[src/rtl/dpll_pkg.sv]
// dpll_pkg: shared state encoding and arithmetic helpers for the frequency-lock controller.
package dpll_pkg;
   typedef enum logic [1:0] {IDLE, ARM, MEASURE, ADJUST} state_e;
   function automatic int cnt_w(input int div_w);
      return div_w + 2;
   endfunction
   function automatic int sat_add(input int v, input int s, input int max);
      return (v + s > max) ? max : v + s;
   endfunction
   function automatic int sat_sub(input int v, input int s);
      return (v < s) ? 0 : v - s;
   endfunction
endpackage

[src/rtl/dpll_ref_sync.sv]
// dpll_ref_sync: brings the reference into the fast clock domain and pulses on its rising edge.
module dpll_ref_sync (
   input  logic clk_i,
   input  logic rst_i,
   input  logic osc_i,
   output logic ref_tick_o
);
   logic [2:0] sync_q;
   always_ff @(posedge clk_i or posedge rst_i)
      if (rst_i) sync_q <= '0;
      else sync_q <= {sync_q[1:0], osc_i};
   assign ref_tick_o = sync_q[1] & ~sync_q[2];
endmodule

[src/rtl/dpll_freq_ctrl.sv]
// dpll_freq_ctrl: measures fast-clock cycles per reference period and steps the DCO trim
// until the count matches the div target, qualifying lock over several measurements.
module dpll_freq_ctrl
   import dpll_pkg::*;
#(
   parameter int DIV_W     = 5,
   parameter int TRIM_W    = 8,
   parameter int TRIM_INIT = 128,
   parameter int STEP      = 1,
   parameter int TOL       = 0,
   parameter int LOCK_CNT  = 4
) (
   input  logic              wb_clk_i,
   input  logic              wb_rst_i,
   input  logic              enable,
   input  logic              osc,
   input  logic [DIV_W-1:0]  div,
   input  logic              dco_mode,
   input  logic [TRIM_W-1:0] ext_trim,
   output logic [TRIM_W-1:0] trim,
   output logic              locked,
   output logic [DIV_W+1:0]  meas_cnt,
   output logic              meas_valid
);
   localparam int CNT_W    = cnt_w(DIV_W);
   localparam int TRIM_MAX = (1 << TRIM_W) - 1;
   localparam int LC_W     = $clog2(LOCK_CNT + 1);
   state_e state_q, state_d;
   logic [CNT_W-1:0] cnt_q, cnt_d, meas, meas_cnt_q, meas_cnt_d;
   logic [TRIM_W-1:0] trim_q, trim_d;
   logic [LC_W-1:0] lock_cnt_q, lock_cnt_d;
   logic locked_q, locked_d, meas_valid_q, meas_valid_d;
   logic ref_tick, lost, tick, low, high, div_ok;
   dpll_ref_sync u_sync (
      .clk_i      (wb_clk_i),
      .rst_i      (wb_rst_i),
      .osc_i      (osc),
      .ref_tick_o (ref_tick)
   );
   // a saturated counter means the reference vanished: report all-ones and restart
   assign lost   = &cnt_q & ~ref_tick;
   assign tick   = ref_tick | lost;
   assign meas   = &cnt_q ? cnt_q : cnt_q + CNT_W'(1);
   assign cnt_d  = tick ? '0 : cnt_q + CNT_W'(1);
   assign low    = int'(meas_cnt_q) + TOL < int'(div);
   assign high   = int'(meas_cnt_q) > int'(div) + TOL;
   assign div_ok = int'(div) >= 2;
   always_comb begin
      state_d      = state_q;
      trim_d       = trim_q;
      locked_d     = locked_q;
      lock_cnt_d   = lock_cnt_q;
      meas_cnt_d   = meas_cnt_q;
      meas_valid_d = 1'b0;
      case (state_q)
         IDLE:    state_d = ARM;
         ARM:     state_d = tick ? MEASURE : ARM;
         MEASURE: if (tick) begin
            meas_cnt_d   = meas;
            meas_valid_d = 1'b1;
            state_d      = ADJUST;
         end
         ADJUST: begin
            state_d = MEASURE;
            if (!div_ok || low || high) begin
               lock_cnt_d = '0;
               locked_d   = 1'b0;
            end else begin
               lock_cnt_d = (lock_cnt_q == LC_W'(LOCK_CNT)) ? lock_cnt_q : lock_cnt_q + LC_W'(1);
               locked_d   = int'(lock_cnt_d) >= LOCK_CNT;
            end
            if (div_ok && low) trim_d = TRIM_W'(sat_add(int'(trim_q), STEP, TRIM_MAX));
            if (div_ok && high) trim_d = TRIM_W'(sat_sub(int'(trim_q), STEP));
         end
         default: state_d = IDLE;
      endcase
      if (dco_mode && state_q != IDLE) begin
         trim_d     = ext_trim;
         locked_d   = 1'b0;
         lock_cnt_d = '0;
      end
      if (!enable) begin
         state_d      = IDLE;
         trim_d       = TRIM_W'(TRIM_INIT);
         locked_d     = 1'b0;
         lock_cnt_d   = '0;
         meas_cnt_d   = meas_cnt_q;
         meas_valid_d = 1'b0;
      end
   end
   always_ff @(posedge wb_clk_i or posedge wb_rst_i)
      if (wb_rst_i) begin
         state_q      <= IDLE;
         cnt_q        <= '0;
         trim_q       <= TRIM_W'(TRIM_INIT);
         locked_q     <= 1'b0;
         lock_cnt_q   <= '0;
         meas_cnt_q   <= '0;
         meas_valid_q <= 1'b0;
      end else begin
         state_q      <= state_d;
         cnt_q        <= cnt_d;
         trim_q       <= trim_d;
         locked_q     <= locked_d;
         lock_cnt_q   <= lock_cnt_d;
         meas_cnt_q   <= meas_cnt_d;
         meas_valid_q <= meas_valid_d;
      end
   assign trim       = trim_q;
   assign locked     = locked_q;
   assign meas_cnt   = meas_cnt_q;
   assign meas_valid = meas_valid_q;
endmodule

[config.mk]
export PLATFORM = sky130hd
export DESIGN_NAME = dpll_freq_ctrl
export DESIGN_NICKNAME = d
export VERILOG_FILES = /design/src/rtl/dpll_pkg.sv /design/src/rtl/dpll_ref_sync.sv /design/src/rtl/dpll_freq_ctrl.sv
export SDC_FILE = /design/constraint.sdc
export NUM_CORES = 1
export LEC_CHECK = 0
export ABC_AREA = 1
export ABC_CLOCK_PERIOD_IN_PS = 4700
export BUFFER_PORTS_ARGS = -buffer_cell sky130_fd_sc_hd__buf_2
export CAP_MARGIN = 20
export CORE_MARGIN = 5
export CORE_UTILIZATION = 35
export CTS_CLUSTER_SIZE = 25
export DETAILED_ROUTE_END_ITERATION = 16
export PLACE_DENSITY = 0.53
export SYNTH_ARGS = -nofsm -noshare
export SYNTH_HDL_FRONTEND = slang
export SYNTH_SLANG_ARGS = --single-unit
[constraint.sdc]
create_clock -name wb_clk_i -period 4.7 [get_ports wb_clk_i]
set_input_delay 0.235 -clock wb_clk_i [delete_from_list [all_inputs] [get_ports wb_clk_i]]
set_output_delay 0.235 -clock wb_clk_i [all_outputs]
set_load 0.005 [all_outputs]
==> results of run 1 <==
## cell type report
| type | instances | share of cell area |
|---|---|---|
| clock buffers | 6 | 0.0342 |
| repair buffers | 35 | 0.0736 |
| flip-flops and latches | 31 | 0.322 |
| clock inverters | 1 | 0.00207 |
| inverters | 44 | 0.0689 |
| well taps | 75 | 0.0389 |
| multi-input cells | 217 | 0.461 |
## routing by layer
| layer | vias up | global-route usage |
|---|---|---|
| met4 | 0 | 0.0488 |
| met3 | 10 | 0.0350 |
| met2 | 47 | 0.246 |
| li1 | 1001 | - |
| met1 | 878 | 0.181 |
| met5 | - | 0 |
## sequential cells by signal (all words and copies together) (netlist names)
register	cells
trim	8
cnt_q	7
meas_cnt	7
lock_cnt_q	3
u_sync.sync_q	3
state_q	2
meas_valid	1
## worst max path at each step
stage | from | to | cells after the start | slack (ns)
2_1_floorplan | meas_cnt[4]$_DFFE_PP0P_ | trim[0]$_DFFE_PP0P_ | 12 | 3.00
3_3_place_gp | meas_cnt[4]$_DFFE_PP0P_ | trim[5]$_DFFE_PP0P_ | 14 | 2.73
3_5_place_dp | meas_cnt[4]$_DFFE_PP0P_ | trim[5]$_DFFE_PP0P_ | 13 | 2.74
4_1_cts | meas_cnt[4]$_DFFE_PP0P_ | trim[5]$_DFFE_PP0P_ | 13 | 2.71
5_1_grt | meas_cnt[4]$_DFFE_PP0P_ | trim[5]$_DFFE_PP0P_ | 14 | 2.42
6_report | trim[0]$_DFFE_PP0P_ | trim[3]$_DFFE_PP0P_ | 13 | 2.70
## logic make-up (layout without fill, tap and decap cells)
kind of cell             count (synthesis)  after routing
adder cells (fa/ha/maj)                 11             11
flip-flops                              31             31
AO/OA/AOI/OAI                           35             35
XOR/XNOR                                 8              8
AND/OR/NAND/NOR                        163            163
buffers and inverters                   47             86
## worst register-to-register path: stages (launching register included)
cell                      delay [ns]
sky130_fd_sc_hd__dfrtp_1        0.45
sky130_fd_sc_hd__inv_1          0.14
sky130_fd_sc_hd__ha_1           0.17
sky130_fd_sc_hd__inv_1          0.04
sky130_fd_sc_hd__nor2_1         0.11
sky130_fd_sc_hd__nand2_1        0.11
sky130_fd_sc_hd__nor2_1         0.18
sky130_fd_sc_hd__nand2_1        0.16
sky130_fd_sc_hd__inv_1          0.12
sky130_fd_sc_hd__nor2_1         0.04
sky130_fd_sc_hd__o21ai_0        0.16
sky130_fd_sc_hd__nand2_1        0.07
sky130_fd_sc_hd__nand2_1        0.06
sky130_fd_sc_hd__o21ai_0        0.07
## placed cells by master (no fill, tap or decap), types with 2 or more instances in the layout
cell and count:
sky130_fd_sc_hd__a21oi_1 6, sky130_fd_sc_hd__buf_2 34, sky130_fd_sc_hd__clkbuf_8 6, sky130_fd_sc_hd__clkinv_2 2, sky130_fd_sc_hd__dfrtp_1 30, sky130_fd_sc_hd__ha_1 11, sky130_fd_sc_hd__inv_1 42, sky130_fd_sc_hd__nand2_1 79
sky130_fd_sc_hd__nand3_1 22, sky130_fd_sc_hd__nand3b_1 2, sky130_fd_sc_hd__nand4_1 2, sky130_fd_sc_hd__nand4_4 2, sky130_fd_sc_hd__nor2_1 50, sky130_fd_sc_hd__o21a_1 3, sky130_fd_sc_hd__o21ai_0 23, sky130_fd_sc_hd__xor2_1 7
## stage by stage
stage	total power (W)	hold slack (ns)	setup WS [ns]	instances
after global placement	0.000678	0.340	2.73	402
after global routing	0.000960	0.0473	2.42	409
after detailed placement	0.000674	0.340	2.74	402
after CTS	0.000889	0.0383	2.71	409
after floorplan	0.000579	0.266	3.00	295
final	0.000881	0.0321	2.70	409
## power by group through the flow
stage / clock [W] / sequential [W] / combinational, W
after global routing: 0.000230 / 0.000369 / 0.000361
after detailed placement: 0 / 0.000365 / 0.000309
after CTS: 0.000217 / 0.000361 / 0.000312
final: 0.000210 / 0.000361 / 0.000311
after global placement: 0 / 0.000364 / 0.000314
after floorplan: 0 / 0.000357 / 0.000222
==> implementation parameters, run 1 <==
Parameter                              Value

Run status
  Result of the run    finished clean

Yosys
  Number of different library cells in the post-synthesis netlist    29
  Sequential element share of the synthesized area    0.372
  Synthesized area per cell    7.07 sq um
  Top_reg_cell synth    sky130_fd_sc_hd__dfrtp_1
  Syn. warnings    0
  Synthesized instance count    295
  Syn nets    324
  Synthesis-stage register bit count    31
  Most instantiated library cell after synthesis    sky130_fd_sc_hd__nand2_1
  Share of synthesized flip-flops with an asynchronous set or reset    1.00
  Adder-Cell Fraction of Synth Area    0.0659
  Compound-cell area share of the yosys netlist    0.0953
  Synth Area in Simple Gates    0.338
  Count of flip-flops with a built-in enable after synthesis    0
  Summed instance area of the synthesized netlist    2090 sq um
  Dominant cell type by area after synthesis    sky130_fd_sc_hd__dfrtp_1
  Area share of the largest cell type after synthesis    0.360
  Commonest cells in the synthesized netlist    sky130_fd_sc_hd__nand2_1, sky130_fd_sc_hd__nor2_1, sky130_fd_sc_hd__inv_1, sky130_fd_sc_hd__dfrtp_1, sky130_fd_sc_hd__o21ai_0
  Multiplexer share of the synthesized area    0
  Largest cells by area after synthesis    sky130_fd_sc_hd__dfrtp_1, sky130_fd_sc_hd__nand2_1, sky130_fd_sc_hd__nor2_1
  Fraction of synthesized cell area in xor and xnor cells    0.0336
  Main combinational cell family by area after synthesis    simple AND/OR/NAND/NOR gates

Drt
  Total DRC errors in the routed layout    0
  Number of iterations in the first detailed-routing pass    5
  Total number of vias    1936
  Met2 routed wirelength    2380 microns
  Number of violations reported at the end of detailed-routing iteration 0    79
  Length of routed wiring on met1    2290 microns
  Met3 WL    235 microns
  DR top layer    met4
  Final antenna-violating net count    0
  Per-cell routed wire length    12.3 microns
  Via count normalized by instance count    4.73
  Wire length after detailed routing    5020 microns

Setup path
  Standard cell with the maximum stage delay on the critical path    sky130_fd_sc_hd__dfrtp_1
  Arrival time worst endpoint    2.16 ns
  WP data required    4.86 ns
  Critical path start-end classification    reg2reg
  Critical register-to-register path startpoint    trim[0]$_DFFE_PP0P_
  Slowest stage delay, CP    0.45 ns
  CP delay by family, top    simple AND/OR/NAND/NOR gates
  Sort of element at the end of the critical path    register
  Slack of the worst reg-to-reg path    2.70 ns
  Most common cell type on the critical path    sky130_fd_sc_hd__nand2_1
  Worst path buffer plus inverter count    3
  Length in cells of the worst reg-to-reg path    13
  Startpoint kind of the worst setup timing path    register
  R2R Path End    trim[3]$_DFFE_PP0P_
  Worst-path maximum fanout    8
  Critical path, cell by cell    inv_1, ha_1, inv_1, nor2_1, nand2_1, nor2_1, nand2_1, inv_1, nor2_1, o21ai_0, nand2_1, nand2_1, o21ai_0

Final layout
  Register area    777 sq um
  Utilization after layout    0.413
  Final design instance area without fill    2410 sq um
  N_diodes    0
  Area of the multi-input gates    1110 sq um
  Number of nets in the final layout    363
  Proportion of layout cells with a drive suffix above 1    0.159
  Layout filler cell count    622
  Synth-to-layout area growth    15.7%

Die
  Core region area    5850 sq um
  Die X-Extent    87.2 microns
  Number of top-level design ports    35
  Initial standard-cell utilization of the core    0.357
  DIE AREA    7610 sq um
  Count of standard-cell rows    28
  Y dimension of the die    87.2 microns

STA
  Setup Viol. Count Final    0
  Setup repair after global routing missed its margin    false
  Share of the clock period used by the worst path after layout    0.425
  Setup clock skew after layout    0.00498 ns
  Final period demand of the worst path    2.00 ns
  Final Hold Fails    0
  Highest attainable clock frequency    501 MHz
  Worst-margin pin slew    0.406 ns
  Setup_tns    0 ns
  Relative max-transition margin    0.729
  Max Transition Viols Final    0

Pwr
  Clock network power share    0.238
  Power density cells    365 nW/um^2
  Switching share of power    0.381
  Maximum VDD drop    192 uV
  Internal power summed over all cells    0.000545 W
  Power spent charging and discharging nets    0.000336 W
  Combinational fraction of design power    0.353
  Static leakage    1.37 nW
  Sequential share of power    0.409

Place
  Global placement routability congestion    0.901
  Area after DPL    2330 sq um
  Estimated wirelength of the detail-placed design    3900 microns
  Number of buffers inserted by port buffering    34

Clock tree
  Post-CTS Setup Bufs    0
  Clock latency of the later-clocked register in the worst-skew pair    0.28 ns
  Buffer type at the clock tree root    sky130_fd_sc_hd__clkbuf_8
  CTS clk-pin slew, worst paths    0.07 ns
  TritonCTS clock tree    built
  Deepest clock path buffer count    2
  Clk sink count    31
  Number of gates resized after cts    0
  H-Tree Level Count    2
  Post-CTS Hold Buffers    0
  Number of buffers added by the clock tree synthesis step    5

Global routing
  Antenna violations before repair    0
  Overflow left after global routing    0
  Global-route wire length before repair    8700 microns
  Vias in the first global route    1938
  Largest net degree at the start of global routing    32
  Total routing resource utilization after global routing    0.146

Run
  MaxCap Viol Count    0

Min path
  Min-delay worst type    in2async
Power figures use the tool's default switching activity.
==> inputs of run 2 (changes only) <==
--- a/config.mk
+++ b/config.mk
@@ -5,8 +5,8 @@
 export SDC_FILE = /design/constraint.sdc
 export NUM_CORES = 1
 export LEC_CHECK = 0
-export ABC_AREA = 1
-export ABC_CLOCK_PERIOD_IN_PS = 4700
+export ABC_AREA = 0
+export ABC_CLOCK_PERIOD_IN_PS = 2000
 export BUFFER_PORTS_ARGS = -buffer_cell sky130_fd_sc_hd__buf_2
 export CAP_MARGIN = 20
 export CORE_MARGIN = 5
==> constraint.sdc (replaced) <==
create_clock -name wb_clk_i -period 2 [get_ports wb_clk_i]
set_input_delay 0.1 -clock wb_clk_i [delete_from_list [all_inputs] [get_ports wb_clk_i]]
set_output_delay 0.1 -clock wb_clk_i [all_outputs]
set_load 0.005 [all_outputs]
==> run 2 against run 1 <==
  * The flow now finishes with violations (negative setup slack)
  * Die area decreased by 2.1%
  * Design area is 19% higher
  * Critical endpoint unchanged
  * Critical path type unchanged
  * Sequential power is 120% higher
  * Setup slack worse by 2.9 ns
  * Largest cell class unchanged
==> implementation parameters, run 2 <==
Parameter                              Value

Drt
  Via count normalized by instance count    5.33
  Total number of vias    2020
  Final antenna-violating net count    0
  Per-cell routed wire length    15.2 microns
  Number of violations reported at the end of detailed-routing iteration 0    76
  Number of iterations in the first detailed-routing pass    4
  Wire length after detailed routing    5780 microns
  Total DRC errors in the routed layout    0

Final layout
  Utilization after layout    0.515
  Highest-count cells in the layout ignoring fill and taps    sky130_fd_sc_hd__buf_4, sky130_fd_sc_hd__buf_2, sky130_fd_sc_hd__dfrtp_1
  Proportion of layout cells with a drive suffix above 1    0.384
  Synth-to-layout area growth    40.8%
  N_diodes    0
  Flip-flop count of the largest register after layout    8
  Number of nets in the final layout    335
  Most frequent standard cell in the layout excluding fill and tap cells    sky130_fd_sc_hd__buf_4

Run status
  Result of the run    finished, violations left
  Violated checks    negative setup slack

Yosys
  Count of flip-flops with a built-in enable after synthesis    0
  Most instantiated library cell after synthesis    sky130_fd_sc_hd__dfrtp_1
  Share of synthesized flip-flops with an asynchronous set or reset    1.00
  Top_reg_cell synth    sky130_fd_sc_hd__dfrtp_1
  Number of different library cells in the post-synthesis netlist    56
  Synthesized instance count    231
  Synthesized area per cell    8.82 sq um
  Sequential element share of the synthesized area    0.381
  Summed instance area of the synthesized netlist    2040 sq um
  Commonest cells in the synthesized netlist    sky130_fd_sc_hd__dfrtp_1, sky130_fd_sc_hd__nor2_1, sky130_fd_sc_hd__inv_1, sky130_fd_sc_hd__nand2_1, sky130_fd_sc_hd__a21oi_1
  Area share of the largest cell type after synthesis    0.368
  Syn nets    260
  Largest cells by area after synthesis    sky130_fd_sc_hd__dfrtp_1, sky130_fd_sc_hd__ha_1, sky130_fd_sc_hd__nor2_1
  Synthesis-stage register bit count    31
  Dominant cell type by area after synthesis    sky130_fd_sc_hd__dfrtp_1
  Syn. warnings    0

Die
  Count of standard-cell rows    27
  Number of top-level design ports    35
  Y dimension of the die    86.3 microns
  Die X-Extent    86.3 microns
  DIE AREA    7450 sq um
  Initial standard-cell utilization of the core    0.366
  Core region area    5570 sq um

Pwr
  Static leakage    1.33 nW
  Maximum VDD drop    496 uV
  Power density cells    813 nW/um^2

Clock tree
  CTS clk-pin slew, worst paths    0.07 ns
  Clk sink count    31
  Deepest clock path buffer count    2
  TritonCTS clock tree    built
  Buffer type at the clock tree root    sky130_fd_sc_hd__clkbuf_8
  Number of buffers added by the clock tree synthesis step    5
  H-Tree Level Count    2
  Clock latency of the later-clocked register in the worst-skew pair    0.28 ns

STA
  Worst-margin pin slew    0.541 ns
  Setup clock skew after layout    0.00814 ns
  Final Hold Fails    0
  Setup repair after global routing missed its margin    true
  Highest attainable clock frequency    460 MHz
  Setup Viol. Count Final    8
  Max Transition Viols Final    0
  Relative max-transition margin    0.636
  Post-route setup slack    -0.174 ns
  Setup_tns    -0.903 ns
  Final period demand of the worst path    2.17 ns
  Share of the clock period used by the worst path after layout    1.09

Global routing
  Vias in the first global route    2082
  Global-route wire length before repair    9720 microns
  Largest net degree at the start of global routing    32
  Total routing resource utilization after global routing    0.164
  Overflow left after global routing    0
  Antenna violations before repair    0

Place
  Number of buffers inserted by port buffering    34
  Global placement routability congestion    0.823
  Worst setup slack before clock tree synthesis    -0.211 ns
  Estimated wirelength of the detail-placed design    4100 microns

Setup path
  WP data required    2.17 ns
  Arrival time worst endpoint    2.34 ns
  Sort of element at the end of the critical path    register
  Critical path start-end classification    reg2reg
  Startpoint kind of the worst setup timing path    register
  Critical register-to-register path startpoint    meas_cnt[4]$_DFFE_PP0P_
  Origin of the worst setup path    meas_cnt[4]$_DFFE_PP0P_
  Worst-path maximum fanout    8

Min path
  Origin of the worst min-delay path    ext_trim[6]
  Min-delay worst type    in2reg

Run
  MaxCap Viol Count    0
run 2: worst paths after layout:
path                                              end  slack [ns]  cells past startpoint
max                               trim[3]$_DFFE_PP0P_       -0.17                      8
min reg2reg                u_sync.sync_q[1]$_DFF_PP0_        0.35                      0
min in group asynchronous     meas_cnt[4]$_DFFE_PP0P_        0.44                      4
max reg2reg                       trim[3]$_DFFE_PP0P_       -0.17                      8
max in group asynchronous         trim[7]$_DFFE_PP1P_        1.24                      4
min                               trim[6]$_DFFE_PP0P_        0.09                      3
run 2: final cells by class:
| type | instances | area [sq um] |
|---|---|---|
| Timing Repair Buffer | 79 | 536 |
| Tap cell | 72 | 90.1 |
| Clock inverter | 1 | 7.51 |
| Sequential cell | 31 | 779 |
| Inverter | 18 | 67.6 |
| Clock buffer | 7 | 96.3 |
| Fill cell | 537 | 2710 |
| Multi-Input combinational cell | 171 | 1290 |
run 2: layer usage:
layer | global-route usage | part of all wire
met5 | 0 | 0
met4 | 0.0524 | 0.015
met3 | 0.0295 | 0.039
met2 | 0.308 | 0.53
met1 | 0.187 | 0.42
run 2: critical path, cell delays in order (launching register included):
cell and delay, ns:
sky130_fd_sc_hd__dfrtp_1 0.41, sky130_fd_sc_hd__ha_4 0.28, sky130_fd_sc_hd__and4bb_1 0.23, sky130_fd_sc_hd__a21boi_4 0.23
sky130_fd_sc_hd__o211ai_2 0.10, sky130_fd_sc_hd__buf_6 0.16, sky130_fd_sc_hd__nor4_4 0.30, sky130_fd_sc_hd__o21ai_1 0.09
sky130_fd_sc_hd__a32o_2 0.26
run 2: where the power goes:
part	leakage, nW	switching (W)	internal (W)	total [W]
Sequential	0.398	0.0000755	0.000712	0.000788
Clock	0.0505	0.000246	0.000313	0.000559
Combinational	0.883	0.000466	0.000520	0.000986
run 2: cells by family (layout without fill, tap and decap cells):
family / after synthesis / after routing / synth area share
AOI/OAI and AO/OA: 62 / 63 / 0.213
and+or+nand+nor: 87 / 87 / 0.228
muxes: 3 / 3 / 0.0160
DFF: 31 / 31 / 0.381
buffers and inverters: 30 / 105 / 0.0645
xor gates and xnor gates: 7 / 7 / 0.0301
adders and majority gates: 11 / 11 / 0.0675
run 2: repair_timing:
action / CTS / global route
pin swaps: 13 / 8
setup buffers: 3 / 3
cloned: 1 / 0
hold buffers: 2 / 0
resized for setup: 13 / 21
hold endpoints to repair: 31 / 0
endpoints found under the setup margin: 11 / 11
run 2: per-stage QoR:
stage          cells  total power [W]  hold slack (ns)  cell area (sq um)
6_report         379          0.00233           0.0860               2870
5_1_grt          379          0.00250           0.0813               2870
4_1_cts          377          0.00226           0.0692               2740
3_5_place_dp     363          0.00159            0.209               2540
3_3_place_gp     363          0.00159            0.205               2540
2_1_floorplan    231          0.00127            0.131               2060
==> inputs of run 3 (changes only) <==
--- a/config.mk
+++ b/config.mk
@@ -5,7 +5,6 @@
 export SDC_FILE = /design/constraint.sdc
 export NUM_CORES = 1
 export LEC_CHECK = 0
-export ABC_AREA = 0
 export ABC_CLOCK_PERIOD_IN_PS = 2000
 export BUFFER_PORTS_ARGS = -buffer_cell sky130_fd_sc_hd__buf_2
 export CAP_MARGIN = 20
@@ -14,6 +13,7 @@
 export CTS_CLUSTER_SIZE = 25
 export DETAILED_ROUTE_END_ITERATION = 16
 export PLACE_DENSITY = 0.53
+export RECOVER_POWER = 25
 export SYNTH_ARGS = -nofsm -noshare
 export SYNTH_HDL_FRONTEND = slang
 export SYNTH_SLANG_ARGS = --single-unit
==> run 3 against run 2 <==
  * The run still ends with negative setup slack left
  * Die area stayed put
  * Flip-flop and latch count unchanged
  * Non-clock buffer count is the same
  * Global-route usage unchanged
  * Setup slack improved by 0.0035 ns
  * Clock power barely moved
  * Wire length hardly changed
  * Cell count stayed put
  * Worst hold slack got worse by 0.00051 ns
  * Via count down 1.2%
  * Critical path depth stayed put
  * Largest cell class unchanged
==> implementation parameters, run 3 (synthesis results as in run 2) <==
Parameter                              Value

Drt
  Number of violations reported at the end of detailed-routing iteration 0    75
  Per-cell routed wire length    15.2 microns
  Number of iterations in the first detailed-routing pass    4
  Final antenna-violating net count    0
  Via count normalized by instance count    5.27
  Wire length after detailed routing    5770 microns
  Total DRC errors in the routed layout    0
  Total number of vias    1996

Min path
  Min-delay worst type    in2reg
  Endpoint of the worst hold path    trim[1]$_DFFE_PP0P_
  Hold Crit Depth    3
  Origin of the worst min-delay path    ext_trim[1]

Final layout
  Area of the multi-input gates    1290 sq um
  Most frequent standard cell in the layout excluding fill and tap cells    sky130_fd_sc_hd__buf_4
  Flip-flop count of the largest register after layout    8
  Number of nets in the final layout    335
  Synth-to-layout area growth    40.6%
  Proportion of layout cells with a drive suffix above 1    0.384
  Highest-count cells in the layout ignoring fill and taps    sky130_fd_sc_hd__buf_4, sky130_fd_sc_hd__buf_2, sky130_fd_sc_hd__dfrtp_1
  N_diodes    0
  Register area    779 sq um
  Utilization after layout    0.514
  Layout filler cell count    538

Place
  Number of buffers inserted by port buffering    34
  Estimated wirelength of the detail-placed design    4100 microns
  Global placement routability congestion    0.823
  Worst setup slack before clock tree synthesis    -0.211 ns

Setup path
  Origin of the worst setup path    meas_cnt[4]$_DFFE_PP0P_
  WP data required    2.17 ns
  R2R Path End    trim[3]$_DFFE_PP0P_
  Worst path buffer plus inverter count    1
  Critical register-to-register path startpoint    meas_cnt[4]$_DFFE_PP0P_
  Startpoint kind of the worst setup timing path    register
  Critical path, cell by cell    ha_4, and4bb_1, a21boi_4, o211ai_2, buf_6, nor4_4, o21ai_1, a32o_2
  Number of stages on the worst setup path    8
  Critical path start-end classification    reg2reg
  Slowest stage delay, CP    0.41 ns
  Standard cell with the maximum stage delay on the critical path    sky130_fd_sc_hd__dfrtp_1
  Worst-path maximum fanout    8
  Arrival time worst endpoint    2.34 ns
  Slack of the worst reg-to-reg path    -0.17 ns
  CP delay by family, top    compound AO/OA/AOI/OAI gates
  Length in cells of the worst reg-to-reg path    8
  Sort of element at the end of the critical path    register

Die
  Core region area    5570 sq um
  DIE AREA    7450 sq um
  Y dimension of the die    86.3 microns
  Number of top-level design ports    35
  Count of standard-cell rows    27
  Die X-Extent    86.3 microns
  Initial standard-cell utilization of the core    0.366

Run status
  Result of the run    finished, violations left
  Violated checks    negative setup slack

Clock tree
  TritonCTS clock tree    built
  H-Tree Level Count    2
  Clock latency of the later-clocked register in the worst-skew pair    0.28 ns
  CTS clk-pin slew, worst paths    0.08 ns
  Number of buffers added by the clock tree synthesis step    5
  Buffer type at the clock tree root    sky130_fd_sc_hd__clkbuf_8
  Clk sink count    31
  Deepest clock path buffer count    2

Global routing
  Global-route wire length before repair    9720 microns
  Vias in the first global route    2082
  Largest net degree at the start of global routing    32
  Overflow left after global routing    0
  Total routing resource utilization after global routing    0.164
  Antenna violations before repair    0

STA
  Setup repair after global routing missed its margin    true
  Setup_tns    -0.880 ns
  Final-layout worst hold slack    0.0854 ns
  Share of the clock period used by the worst path after layout    1.09
  Setup Viol. Count Final    8
  Max Transition Viols Final    0
  Relative max-transition margin    0.473
  Worst-margin pin slew    0.790 ns
  Final period demand of the worst path    2.17 ns
  Final Hold Fails    0
  Setup clock skew after layout    0.00844 ns
  Post-route setup slack    -0.170 ns
  Highest attainable clock frequency    461 MHz

Pwr
  Design Power    0.00233 W
  Static leakage    1.33 nW
  Power density cells    813 nW/um^2
  Maximum VDD drop    496 uV

Run
  MaxCap Viol Count    0
==> run 3: changes by cell type in the layout (fill, tap and decap cells not counted), sizes merged <==
cell / delta
clkbuf: +1
buf: -1
==> run 3: cell type report <==
cell class                      count  share of cell area
Clock buffer                        7              0.0336
Clock inverter                      1             0.00262
Inverter                           18              0.0236
Multi-Input combinational cell    171               0.451
Sequential cell                    31               0.272
Tap cell                           72              0.0314
Timing Repair Buffer               79               0.186
==> run 3: worst max-delay path by stage <==
| stage | end | slack [ns] |
|---|---|---|
| global route | trim[3]$_DFFE_PP0P_ | -0.28 |
| CTS | trim[6]$_DFFE_PP0P_ | -0.17 |
| global placement | trim[2]$_DFFE_PP0P_ | -0.16 |
| floorplan | trim[3]$_DFFE_PP0P_ | -0.07 |
| detailed placement | trim[2]$_DFFE_PP0P_ | -0.21 |
| finish | trim[3]$_DFFE_PP0P_ | -0.17 |
==> run 3: worst min-delay path, stage by stage <==
cell                        delay (ns)
sky130_fd_sc_hd__buf_2            0.10
sky130_fd_sc_hd__nand2_1          0.05
sky130_fd_sc_hd__o2bb2ai_1        0.07
==> run 3: metrics by stage <==
stage	instances	cell area, sq um
global route	379	2870
finish	379	2870
detailed placement	363	2540
global placement	363	2540
floorplan	231	2060
CTS	377	2740
==> run 3: power by group <==
group	switching (W)	leakage, nW	total (W)	internal (W)
clock network	0.000245	0.0505	0.000559	0.000313
registers	0.0000756	0.398	0.000788	0.000712
logic	0.000466	0.883	0.000986	0.000520
==> run 3: metal layers <==
metal | track usage | vias up | routed length (microns)
met5 | 0 | - | 0
li1 | - | 1000 | -
met2 | 0.308 | 31 | 3040
met3 | 0.0295 | 6 | 189
met4 | 0.0524 | 0 | 66
met1 | 0.187 | 959 | 2470
==> run 3: repair_timing <==
action	CTS	global route
pin swaps	13	8
resized for setup	13	21
setup endpoints to repair	11	11
hold endpoints to repair	31	0
hold buffers	2	0
buffers inserted	3	3
cloned	1	0
